[src/rtl/uart_rx_os.sv]
// Oversampling UART receiver: 2-flop rx synchroniser, mid-bit sampling, start-glitch rejection,
// framing check. Optional parity checking is compiled in with `define UART_RX_PARITY_EN.
module uart_rx_os #(
    parameter int unsigned CLK_FREQ   = 1000000,
    parameter int unsigned BAUD_RATE  = 9600,
    parameter int unsigned OVERSAMPLE = 16,
    parameter int unsigned DATA_BITS  = 8,
    parameter int unsigned STOP_BITS  = 1,
    parameter int unsigned PARITY_ODD = 0
) (
    input  logic                 clk,
    input  logic                 rst_n,
    input  logic                 rx,
    output logic [DATA_BITS-1:0] rx_data,
    output logic                 rx_valid,
    output logic                 frame_err,
    output logic                 parity_err,
    output logic                 busy
);

    localparam int unsigned DIV = CLK_FREQ / (BAUD_RATE * OVERSAMPLE);
    localparam int unsigned PW  = (DIV > 1) ? $clog2(DIV) : 1;
    localparam int unsigned TW  = $clog2(OVERSAMPLE);
    localparam int unsigned BW  = $clog2(DATA_BITS + 1);

    localparam logic [PW-1:0] PS_END = PW'(DIV - 1);
    localparam logic [TW-1:0] TC_MID = TW'(OVERSAMPLE / 2 - 1);
    localparam logic [TW-1:0] TC_END = TW'(OVERSAMPLE - 1);
    localparam logic [BW-1:0] BC_END = BW'(DATA_BITS - 1);
    localparam logic          SC_END = 1'(STOP_BITS - 1);

    if (OVERSAMPLE < 4 || (OVERSAMPLE % 2) != 0 || DIV < 1 || DATA_BITS < 5 || DATA_BITS > 9 ||
        STOP_BITS < 1 || STOP_BITS > 2 || PARITY_ODD > 1) begin : g_bad_cfg
        $error("uart_rx_os: invalid parameter set");
    end

    typedef enum logic [2:0] {
        IDLE   = 3'd0,
        START  = 3'd1,
        DATA   = 3'd2,
        STOP   = 3'd3,
        BREAK  = 3'd4
`ifdef UART_RX_PARITY_EN
        ,
        PARITY = 3'd5
`endif
    } state_t;

    state_t               state;
    logic                 rx_meta;
    logic                 rxs;
    logic [PW-1:0]        pcnt;
    logic [TW-1:0]        tc;
    logic [BW-1:0]        bcnt;
    logic                 sc;
    logic [DATA_BITS-1:0] shreg;
    logic                 ferr;
    logic                 done;
`ifdef UART_RX_PARITY_EN
    logic                 perr;
`endif

    logic          tick_c;
    logic          mid_c;
    logic [TW-1:0] tc_nxt_c;

    assign tick_c   = (pcnt == PS_END);
    assign mid_c    = tick_c && (tc == TC_END);
    assign tc_nxt_c = (tc == TC_END) ? '0 : tc + 1'b1;

    // Line synchroniser; idles high so reset does not look like a start bit.
    always_ff @(posedge clk or negedge rst_n) begin
        if (!rst_n) begin
            rx_meta <= 1'b1;
            rxs     <= 1'b1;
        end else begin
            rx_meta <= rx;
            rxs     <= rx_meta;
        end
    end

    always_ff @(posedge clk or negedge rst_n) begin
        if (!rst_n) begin
            state      <= IDLE;
            busy       <= 1'b0;
            pcnt       <= '0;
            tc         <= '0;
            bcnt       <= '0;
            sc         <= 1'b0;
            shreg      <= '0;
            ferr       <= 1'b0;
            done       <= 1'b0;
            rx_data    <= '0;
            rx_valid   <= 1'b0;
            frame_err  <= 1'b0;
            parity_err <= 1'b0;
`ifdef UART_RX_PARITY_EN
            perr       <= 1'b0;
`endif
        end else begin
            // Frame result is published one clk after the final stop sample.
            rx_valid   <= done;
            frame_err  <= done & ferr;
            parity_err <= 1'b0;
`ifdef UART_RX_PARITY_EN
            parity_err <= done & perr;
`endif
            if (done) begin
                rx_data <= shreg;
            end
            done <= 1'b0;

            if (state == IDLE) begin
                pcnt <= '0;
                tc   <= '0;
            end else begin
                pcnt <= tick_c ? '0 : pcnt + 1'b1;
                if (tick_c) begin
                    tc <= tc_nxt_c;
                end
            end

            case (state)
                IDLE: begin
                    if (!rxs) begin
                        state <= START;
                        busy  <= 1'b1;
                    end
                end
                START: begin
                    if (tick_c && tc == TC_MID) begin
                        tc <= '0;
                        if (rxs) begin
                            state <= IDLE;
                            busy  <= 1'b0;
                        end else begin
                            state <= DATA;
                            bcnt  <= '0;
                            ferr  <= 1'b0;
                        end
                    end
                end
                DATA: begin
                    if (mid_c) begin
                        shreg <= {rxs, shreg[DATA_BITS-1:1]};
                        if (bcnt == BC_END) begin
                            sc    <= 1'b0;
`ifdef UART_RX_PARITY_EN
                            state <= PARITY;
`else
                            state <= STOP;
`endif
                        end else begin
                            bcnt <= bcnt + 1'b1;
                        end
                    end
                end
`ifdef UART_RX_PARITY_EN
                PARITY: begin
                    if (mid_c) begin
                        perr  <= ((^shreg) ^ rxs) != 1'(PARITY_ODD);
                        state <= STOP;
                    end
                end
`endif
                STOP: begin
                    if (mid_c) begin
                        ferr <= ferr | ~rxs;
                        if (sc == SC_END) begin
                            done  <= 1'b1;
                            state <= rxs ? IDLE : BREAK;
                            busy  <= ~rxs;
                        end else begin
                            sc <= sc + 1'b1;
                        end
                    end
                end
                BREAK: begin
                    // A line held low must go high before another start is accepted.
                    if (rxs) begin
                        state <= IDLE;
                        busy  <= 1'b0;
                    end
                end
                default: begin
                    state <= IDLE;
                    busy  <= 1'b0;
                end
            endcase
        end
    end

endmodule

[config.mk]
export PLATFORM = sky130hd
export DESIGN_NAME = uart_rx_os
export DESIGN_NICKNAME = d
export VERILOG_FILES = /design/src/rtl/uart_rx_os.sv
export SDC_FILE = /design/constraint.sdc
export NUM_CORES = 1
export LEC_CHECK = 0
export ABC_AREA = 0
export BUFFER_PORTS_ARGS = -buffer_cell sky130_fd_sc_hd__buf_2
export CORE_MARGIN = 2
export CORE_UTILIZATION = 30
export CTS_BUF_LIST = sky130_fd_sc_hd__clkbuf_4
export CTS_CLUSTER_SIZE = 25
export DETAILED_ROUTE_END_ITERATION = 7
export RECOVER_POWER = 50
export SETUP_SLACK_MARGIN = 0.15
export SLEW_MARGIN = 0
export SYNTH_ARGS = -nofsm -noshare
export SYNTH_HDL_FRONTEND = slang
export SYNTH_SLANG_ARGS = --single-unit
[constraint.sdc]
create_clock -name clk -period 1.6 [get_ports clk]
set_input_delay 0.16 -clock clk [delete_from_list [all_inputs] [get_ports clk]]
set_output_delay 0.16 -clock clk [all_outputs]
set_load 0.05 [all_outputs]
==> impl_metrics.tcl, run 1 <==
set metrics [dict create \
    hpwl_um 2160 \
    die_area_um2 6430 \
    slew_violations 0 \
    row_count 27 \
    p_per_area_nw_per_um2 745 \
    vias 1281 \
    hold_viol_final 0 \
    gp_congestion 0.800 \
    critical_path.startpoint "pcnt[1]" \
    cts_root_buf "clkbuf_4" \
    rsz0062_at_grt "yes" \
    area_growth_pct 27.9 \
    maxSlewHeadroom_pct 39.7 \
    port_buffers 13 \
    ys_warn_count 0 \
    synth_top_area_share_pct 50.3 \
    grt_pass1_vias 1172 \
    nets 198 \
    final.setup_skew_ps 13.9 \
    crit_type "reg2reg" \
    synth_area_per_cell_um2 11.5 \
    synth_flop_cell "dfrtp_1" \
    required_ps 1830 \
    ir_drop_v 0.000426 \
    setup.worst_path.end_class "flop" \
    synthMostInstantiatedCell "dfrtp_1" \
    place_area_um2 2020 \
    final_cell_area_um2 2230 \
    synth_area_leaders "dfrtp_1, mux2_2, dfstp_2, nand2_1, ha_1" \
    holdWs_ps 364 \
    firstDrtPassIters 4 \
    finalCritPeriodShare_pct 96.4 \
    grt_max_degree 38 \
    drive_gt1_share_pct 44.0 \
    p_leak_nw 1.04 \
    worstHoldStart "rx_meta" \
    reg2reg_depth 4 \
    cts_buffers 5 \
    drt_iter0_markers 40 \
    max-cap-violations 0 \
    initial_core_util_pct 31.4 \
    r2r-start "pcnt[1]" \
    ioPinCount 15 \
    syn_nets 158 \
    syn_area_um2 1740 \
    multi_input_area_um2 816 \
    status "finished, final reports clean" \
    worst_slew_pin_slew_ps 904 \
    n_fill_cell 538 \
    clk_pin_slew_ps 110 \
    hold_depth 0 \
    ys_ff_latch 37 \
    start_kind "flop" \
    cts_tree "built" \
    synthArstFlopShare_pct 100 \
    clock_path_buffers 2 \
    yosys.area.top_type "dfrtp_1" \
    cts.sinks 37 \
    routed_wl_um 3210 \
    synth_edf_count 0 \
    fmax_mhz 648 \
    hold_path.class "reg2reg" \
    path_max_fanout 5 \
    finalNonFillerCells 265 \
    core_area_um2 5540 \
    yosysUniqueCellTypes 46 \
    worst_ep_arrival_time_ps 1780 \
    clk_latency_ps 340 \
    diodes 0 \
    layout.area.seq_um2 933 \
    grt_first_pass_wirelength_um 5290 \
    track_usage_pct 10.5 \
    die_x_um 80.2 \
    final_util_pct 40.2 \
    dpl.cell_count 248 \
    grt_overflow_total 0 \
    drc_errors 0 \
    netlist_top_cells_count "dfrtp_1, mux2_2, nand2_1, nor2_1, a21oi_1" \
    setup_viol 0 \
    grt_antenna_before_repair 0 \
    drtAntennaViolNets 0 \
    htree_levels 2 \
    syn_inst 152 \
    vias_per_cell 4.83 \
    die_h_um 80.2 \
    fin_setup_tns_ps 0 \
    wl_per_cell_um 12.1 \
    min_period_ps 1540 \
    synth_seq_area_share_pct 53.3 \
]
[layer usage]
metal,share of wire [%],global-route usage (%),vias to the layer above
li1,-,-,634
met1,49,14.3,615
met2,47,16.0,27
met3,3.1,2.36,5
met4,1.5,4.58,0
met5,0,0,-
[flip-flops by register name, summed over array words and instances, names as in the netlist]
register and cells:
done 1, frame_err 1, rx_meta 1, busy 1
state 3, bcnt 4, rx_valid 1, tc 4
ferr 1, rx_data 8, rxs 1, pcnt 3
shreg 8
[what timing repair did]
item / 4_1_cts / 5_1_grt
hold buffers: 2 / 0
hold endpoints to repair: 36 / 0
gates resized for setup: 5 / 15
pin swaps: 3 / 7
cloned: 0 / 0
setup endpoints to repair: 18 / 20
setup buffers: 0 / 7
[cell type report]
| cell class | count | area share [%] |
|---|---|---|
| Clock buffer | 5 | 1.69 |
| Clock inverter | 3 | 1.85 |
| Inverter | 4 | 0.675 |
| Multi-Input combinational cell | 103 | 36.6 |
| Sequential cell | 37 | 41.9 |
| Tap cell | 72 | 4.05 |
| Timing Repair Buffer | 41 | 13.2 |
[stage by stage]
| step | power [W] | setup WS, ps |
|---|---|---|
| after detailed placement | 0.00103 | -32.0 |
| after CTS | 0.00168 | 44.8 |
| final | 0.00166 | 57.5 |
| after floorplan | 0.00100 | 58.6 |
| after global routing | 0.00174 | -30.5 |
| after global placement | 0.00104 | -23.3 |
[logic make-up (layout without fill, tap and decap cells)]
| group | after synthesis | in the layout | share of synthesized area (%) |
|---|---|---|---|
| buffers and inverters | 12 | 53 | 3.31 |
| adders and majority gates | 3 | 3 | 2.16 |
| AOI/OAI and AO/OA | 28 | 28 | 11.6 |
| DFF | 37 | 37 | 53.3 |
| other | 1 | 1 | 0.215 |
| muxes | 18 | 18 | 11.6 |
| and+or+nand+nor | 52 | 52 | 17.3 |
| xor gates and xnor gates | 1 | 1 | 0.503 |
[critical path, stage by stage, from the launching register on]
cell and delay (ps):
dfrtp_1 380, and4b_2 370, nand2_1 100, o41a_1 310, a211o_1 290
[path summary, 6_finish.rpt]
check                           endpoint  slack [ps]
worst max register to register      busy          60
max in group asynchronous       state[0]         400
min in group asynchronous       shreg[6]         570
worst min register to register       rxs         360
worst min-delay path                 rxs         360
worst max-delay path                busy          60
[placed cells by master, fill, tap and decap left out, types with 5 or more instances in the layout]
cell type and instances:
dfrtp_1 31, mux2_2 16, nand2_1 9, nand3_1 6, nor2_1 8, a21oi_1 7
buf_4 21, buf_2 13, clkbuf_4 5
[power by group]
group          switching (W)  internal [W]
clock               0.000314      0.000323
sequential        0.00000486      0.000943
combinational      0.0000478     0.0000259
total               0.000367       0.00129
Power figures use the tool's default switching activity.
==> run 2: changes to the inputs <==
--- a/config.mk
+++ b/config.mk
@@ -13,7 +13,6 @@
 export CTS_CLUSTER_SIZE = 25
 export DETAILED_ROUTE_END_ITERATION = 7
 export RECOVER_POWER = 50
-export SETUP_SLACK_MARGIN = 0.15
 export SLEW_MARGIN = 0
 export SYNTH_ARGS = -nofsm -noshare
 export SYNTH_HDL_FRONTEND = slang
==> run 2 against run 1 <==
Against the previous run: critical path depth unchanged; flip-flop and latch count unchanged; clock-buffer cell count unchanged; critical path type unchanged; highest routed layer unchanged.
==> impl_metrics.tcl, run 2 (synthesized netlist as in run 1, its figures left out) <==
set metrics [dict create \
    status "finished, final reports clean" \
    die_h_um 80.2 \
    reg.largest.list "rx_data x8, shreg x8" \
    setup.worst_path.end_class "flop" \
    cts.sinks 37 \
    p_per_area_nw_per_um2 780 \
    drive_gt1_share_pct 37.6 \
    crit_type "reg2reg" \
    p_leak_nw 1.00 \
    worst_slew_pin_slew_ps 898 \
    crit_family "compound AO/OA/AOI/OAI gates" \
    slowest_delay_ps 390 \
    cts_buffers 5 \
    htree_levels 2 \
    rrSetupSlack_ps 50 \
    track_usage_pct 10.7 \
    port_buffers 13 \
    drtAntennaViolNets 0 \
    wl_per_cell_um 12.3 \
    cts_root_buf "clkbuf_4" \
    firstDrtPassIters 4 \
    routed_wl_um 3170 \
    initial_core_util_pct 31.4 \
    nets 191 \
    final_cell_area_um2 2130 \
    grt_antenna_before_repair 0 \
    ioPinCount 15 \
    maxSlewHeadroom_pct 40.2 \
    min_period_ps 1550 \
    grt_max_degree 38 \
    required_ps 1840 \
    preCtsSetupSlack_ps 13.3 \
    setup_ws_ps 53.7 \
    slew_violations 0 \
    start_kind "flop" \
    cts_tree "built" \
    clk_latency_ps 340 \
    drt_iter0_markers 82 \
    cp_slowest_cell "dfrtp_1" \
    row_count 27 \
    gp_congestion 0.750 \
    worst_ep_arrival_time_ps 1780 \
    ir_drop_v 0.000447 \
    drc_errors 0 \
    rsz0062_at_grt "yes" \
    hpwl_um 2100 \
    vias_per_cell 4.74 \
    diodes 0 \
    clk_pin_slew_ps 120 \
    layout.cells.most_common_list "dfrtp_1, buf_4, mux2_2" \
    clock_path_buffers 2 \
    fmax_mhz 647 \
    max-cap-violations 0 \
    path_cells "and4b_2 -> nand2_1 -> o41a_1 -> a211o_1" \
    grt_pass1_vias 1156 \
    finalCritPeriodShare_pct 96.6 \
    die_x_um 80.2 \
    final.setup_skew_ps 7.79 \
    area_growth_pct 22.6 \
    vias 1223 \
    hold_viol_final 0 \
    grt_overflow_total 0 \
    core_area_um2 5540 \
    place_area_um2 1980 \
    final_common_cell "dfrtp_1" \
    die_area_um2 6430 \
    grt_first_pass_wirelength_um 5300 \
    path_buf_inv 0 \
    hold_path.class "reg2reg" \
    setup_viol 0 \
    path_max_fanout 5 \
]
run 2: cell count changes in the layout (fill, tap and decap cells not counted), moves of 2 or more:
| cell | delta |
|---|---|
| nand2_1 | +2 |
| o21ai_0 | +2 |
| nand2_2 | -2 |
| buf_6 | -3 |
| buf_4 | -4 |
| o21ai_1 | -2 |
run 2: through the flow:
stage / hold WS [ps] / cells / setup TNS, ps / utilization [%] / power, W
floorplan: -136 / 152 / 0 / - / 0.000998
global placement: 234 / 246 / 0 / 35.7 / 0.00103
detailed placement: 242 / 246 / 0 / 35.7 / 0.00103
CTS: 363 / 256 / 0 / 37.6 / 0.00169
global route: 366 / 258 / -133 / 38.5 / 0.00173
finish: 362 / 258 / 0 / 38.5 / 0.00167
run 2: final timing paths:
| path | start | endpoint | cells after the start |
|---|---|---|---|
| max | pcnt[1] | busy | 4 |
| min | rx_meta | rxs | 0 |
| max reg2reg | pcnt[1] | busy | 4 |
| min reg2reg | rx_meta | rxs | 0 |
| max in group asynchronous | rst_n | state[2] | 3 |
| min in group asynchronous | rst_n | pcnt[0] | 3 |
run 2: what timing repair did:
item | 4_1_cts | 5_1_grt
hold endpoints to repair | 36 | 0
hold buffers | 2 | 0
gates resized for setup | 1 | 12
pin swaps | 0 | 4
setup endpoints to repair | 4 | 15
gates cloned | 0 | 1
setup buffers | 0 | 1
run 2: layout make-up:
class	instances	area (um2)
Clock inverter	3	41.3
Sequential cell	37	932
Timing Repair Buffer	34	229
Tap cell	72	90.1
Clock buffer	5	37.5
Inverter	4	15.0
Fill cell	574	3410
Multi-Input combinational cell	103	790
run 2: report_power, final:
part           total [W]  internal (W)  switching (W)
Sequential      0.000948      0.000943     0.00000527
Clock           0.000649      0.000323       0.000326
Combinational  0.0000687     0.0000234      0.0000453
Total            0.00167       0.00129       0.000376
run 2: layer usage:
metal / global-route usage (%) / up-vias / share of wire [%]
met5: 0 / - / 0
met3: 3.03 / 5 / 2.4
met4: 5.59 / 0 / 1.7
li1: - / 617 / -
met2: 15.3 / 14 / 45
met1: 14.6 / 587 / 51
